===== config.mk =====
export PLATFORM = sky130hd
export DESIGN_NAME = fast_core_data_arbiter
export DESIGN_NICKNAME = d
export VERILOG_FILES = /design/src/rtl/fast_core_data_arbiter.sv
export SDC_FILE = /design/constraint.sdc
export NUM_CORES = 1
export LEC_CHECK = 0
export ABC_AREA = 1
export ABC_CLOCK_PERIOD_IN_PS = 2750
export CAP_MARGIN = 5
export CORE_AREA = 2 2 67 69
export CTS_CLUSTER_SIZE = 14
export DETAILED_ROUTE_END_ITERATION = 10
export DIE_AREA = 0 0 69 71
export HOLD_SLACK_MARGIN = 0.05
export PLACE_DENSITY = 0.84
export SLEW_MARGIN = 5
export SYNTH_ARGS = -nofsm -noshare
export SYNTH_HDL_FRONTEND = slang
export SYNTH_SLANG_ARGS = --single-unit

===== constraint.sdc =====
create_clock -name clk -period 2.75 [get_ports clk]
set_input_delay 0.4125 -clock clk [delete_from_list [all_inputs] [get_ports clk]]
set_output_delay 0.4125 -clock clk [all_outputs]
set_load 0.01 [all_outputs]

===== src/rtl/fast_core_data_arbiter.sv =====
// Arbitrates the onchip data RAM/SFR port between the fast core (priority) and a
// secondary debug/DMA requester; a starvation counter forces a one-cycle CPU stall.
module fast_core_data_arbiter #(
    parameter int MAX_WAIT  = 8,
    parameter int WAIT_BITS = 4
) (
    input  logic        clk,
    input  logic        reset_n,
    input  logic [15:0] cpu_read_addr,
    input  logic [15:0] cpu_write_addr,
    input  logic [7:0]  cpu_data_in,
    input  logic        cpu_we,
    input  logic        cpu_re,
    output logic        cpu_stall,
    input  logic        dma_req,
    input  logic        dma_we,
    input  logic [15:0] dma_addr,
    input  logic [7:0]  dma_wdata,
    output logic        dma_ack,
    output logic        dma_err,
    output logic [7:0]  dma_rdata,
    output logic [15:0] mem_read_addr,
    output logic [15:0] mem_write_addr,
    output logic [7:0]  mem_data_in,
    output logic        mem_we,
    input  logic [7:0]  mem_data_out
);

    typedef enum logic [1:0] {IDLE, DMA_ACCESS, DMA_ACK} state_t;

    state_t               state;
    logic [WAIT_BITS-1:0] wait_cnt;
    logic                 acc_we;
    logic [7:0]           rdata_q;
    logic                 cpu_idle;
    logic                 sfr_hit;
    logic                 grant;
    logic                 rd_ok;

    assign cpu_idle = ~cpu_re & ~cpu_we;
    assign sfr_hit  = (dma_addr[15:8] == 8'h00) & dma_addr[7];
    assign grant    = dma_req & (cpu_idle | (wait_cnt == WAIT_BITS'(MAX_WAIT)));
    assign rd_ok    = (state == DMA_ACK) & ~acc_we & ~dma_err;

    always_ff @(posedge clk or negedge reset_n) begin
        if (!reset_n) begin
            state    <= IDLE;
            wait_cnt <= '0;
            acc_we   <= 1'b0;
            dma_ack  <= 1'b0;
            dma_err  <= 1'b0;
            rdata_q  <= 8'h00;
        end else begin
            dma_ack <= 1'b0;
            dma_err <= 1'b0;
            case (state)
                IDLE: begin
                    if (grant)
                        state <= DMA_ACCESS;
                    else if (dma_req && wait_cnt != '1)
                        wait_cnt <= wait_cnt + 1'b1;
                end
                DMA_ACCESS: begin
                    // dma_we is latched so the ack cycle still knows the direction
                    // even if the requester drops dma_req early.
                    wait_cnt <= '0;
                    acc_we   <= dma_we;
                    dma_ack  <= 1'b1;
                    dma_err  <= sfr_hit;
                    state    <= DMA_ACK;
                end
                DMA_ACK: begin
                    if (rd_ok)
                        rdata_q <= mem_data_out;
                    state <= IDLE;
                end
                default: state <= IDLE;
            endcase
        end
    end

    // RAM read data arrives during the ack cycle, so it bypasses the holding register.
    assign dma_rdata = rd_ok ? mem_data_out : rdata_q;
    assign cpu_stall = (state == DMA_ACCESS);

    always_comb begin
        mem_read_addr  = cpu_read_addr;
        mem_write_addr = cpu_write_addr;
        mem_data_in    = cpu_data_in;
        mem_we         = cpu_we;
        if (state == DMA_ACCESS) begin
            mem_read_addr  = dma_addr;
            mem_write_addr = dma_addr;
            mem_data_in    = dma_wdata;
            mem_we         = dma_we & ~sfr_hit;
        end
        if (!reset_n)
            mem_we = 1'b0;
    end

endmodule


==> reports/results.ini <==
[run_status]
status = finished, final reports clean

[setup_path]
startpoint_type = flop
crit_chain = nor2_1 > nand3_1 > o21ai_0 > clkdlybuf4s50_1
cp.required_ps = 2340
crit_type = reg2out
critPathTopFamily = buffers and inverters
end_kind = output port
worst_ep_arrival_time_ps = 2150
slowest_stage = clkdlybuf4s50_1
slowest_delay_ps = 580
cp_num_buf_inv = 1
worstPathMaxFanout = 24

[routing]
met3WireLength_um = 395
route.detailed.drc = 0
dr.pass1.iters = 4
dr.first_iter.drc_count = 76
antenna_left = 0
routed.top_layer = met4
route.met2.wl_mm = 2.44
avgViaCountPerCell = 4.49
routed_wl_mm = 4.70
post_drt_wl_per_cell_um = 12.0
wl_met1_mm = 1.77
vias = 1759

[yosys]
yosysTopAreaCell = nand2_1
netlist_instances = 213
async_reset_ff_frac = 1.00
synthFlopType = dfrtp_1
yosysUniqueCellTypes = 18
synth_top_area_share = 0.353
synth-seq-area-share = 0.333
ys_warn_count = 0
syn_nets = 293
syn-cell-area_um2 = 1280
yosys-top-cells-area = nand2_1, dfrtp_1, o21ai_0
ys_seq_elements = 17
synth-edff-count = 0
yosysMostFrequentCell = nand2_1
postSynthAreaPerCell_um2 = 5.99
synth_commonest_cells = nand2_1, o21ai_0, dfrtp_1, inv_1, nand3_1

[placement]
post-place-ws_ps = 461
gp_congestion = 0.844
post-dp-hpwl_mm = 4.01
dpl_cell_area_um2 = 2610
portBuffers = 129

[power_and_ir_drop]
power.density_nw_per_um2 = 503
p_sw_uw = 461
p_comb_frac = 0.575
leakage_uw = 0.00132
p_int_uw = 873
sw_frac_of_total = 0.346
pwr-share-seq = 0.290
ir_drop_mv = 0.230
clock_power_share = 0.135

[floorplan]
dieArea_um2 = 4900
die_h_um = 71
io_pins = 130
num_rows = 24
coreArea_um2 = 4200
start_util = 0.304
die_x_um = 69

[timing]
clock_skew_ps = 2.00
worst_pin_slew_ps = 643
min_period_ps = 2570
fmax_ghz = 0.390
final_max_slew_viol_count = 0
setup_viol = 0
finalHoldViolations = 0
relSlewSlack = 0.570
min_period_over_period = 0.933
tns_ps = 0
fin_ws_ps = 185
rsz0062_at_grt = no

[global_routing]
grt_pass1_wl_mm = 7.62
gr-usage-all-layers = 0.191
grt_max_degree = 28
grt_pass1_vias = 1744
overflow = 0
antenna_found_initial = 0

[clock_tree]
clock-sinks = 17
root_buffer = clkbuf_8
post_cts_buffers = 0
cts_resized = 0
holdBufCountCts = 0
cts_tree = done
cts_buffers = 3
cts_max_level = 1
clk_pin_slew_ps = 60
clock_latency_ps = 250
clock_path_buffers = 2

[cells_and_area]
antenna_cells = 0
final_core_util = 0.631
final_nets = 421
fin_area_um2 = 2650
nFillCells = 354
syn_to_final_growth_pct = 108
drive_above_1_share = 0.0294

[min_path]
hold_class = reg2reg

[flow_run]
drv_cap = 0

## layout make-up
class,instances,area (um2),area share
multi-input combinational,168,717,0.270
inverter,19,71.3,0.0269
clock inverter,1,5.00,0.00189
timing repair buffer,132,1330,0.500
clock buffer,3,41.3,0.0156
sequential,17,425,0.160
tap,52,65.1,0.0245
## final timing paths
check                           slack, ps       start      endpoint  cells past startpoint
worst max-delay path                  180    state[0]  dma_rdata[2]                      4
worst min-delay path                  470  rdata_q[2]    rdata_q[2]                      2
worst max register to register       1280    state[1]   wait_cnt[3]                      5
worst min register to register        470  rdata_q[2]    rdata_q[2]                      2
max in group asynchronous            2040     reset_n       dma_ack                      2
min in group asynchronous             530     reset_n       dma_err                      2
## registers in the layout (all words and copies together) (netlist names)
signal,flops
acc_we,1
state,2
rdata_q,8
dma_err,1
dma_ack,1
wait_cnt,4
## worst reg2reg max path, cell delays in order (launching register included)
cell     delay (ps)
dfrtp_1         440
nor2_4          300
inv_2           240
buf_12          230
nand3_1         100
nand2_1          50
## metrics by stage
stage	power (uW)	std cells	hold slack, ps
4_1_cts	1350	392	480
2_1_floorplan	721	213	117
6_report	1330	392	474
3_5_place_dp	1170	388	464
5_1_grt	1440	392	499
3_3_place_gp	1140	388	460
## cells in the final DEF, fill, tap and decap left out
cell type / count
a21oi_1: 1
buf_12: 1
buf_4: 2
clkbuf_8: 3
clkdlybuf4s50_1: 129
clkinv_2: 1
dfrtp_1: 17
ha_1: 2
inv_1: 17
inv_2: 2
nand2_1: 120
nand3_1: 14
nand3b_1: 1
nor2_1: 6
nor2_4: 1
nor3_1: 2
o21ai_0: 18
o21bai_1: 1
xnor2_1: 1
xor2_1: 1
## cell families (layout without fill, tap and decap cells)
logic type	Yosys count	in the layout	share of synthesized area
xor gates and xnor gates	2	2	0.0137
adders and majority gates	2	2	0.0196
AOI/OAI and AO/OA	20	20	0.0804
buffers and inverters	28	155	0.105
and+or+nand+nor	144	144	0.448
DFF	17	17	0.333
## power groups by stage
stage / Sequential (uW) / Combinational [uW] / Clock [uW]
finish: 387 / 767 / 180
global route: 398 / 849 / 198
CTS: 388 / 776 / 185
detailed placement: 392 / 773 / 0
global placement: 388 / 757 / 0
floorplan: 382 / 339 / 0
## per-layer routing
| metal | global-route usage | up-vias |
|---|---|---|
| met1 | 0.203 | 768 |
| li1 | - | 907 |
| met4 | 0.0632 | 0 |
| met2 | 0.359 | 75 |
| met3 | 0.0598 | 9 |
| met5 | 0 | - |
No activity file was read; power rests on OpenSTA's default activity.
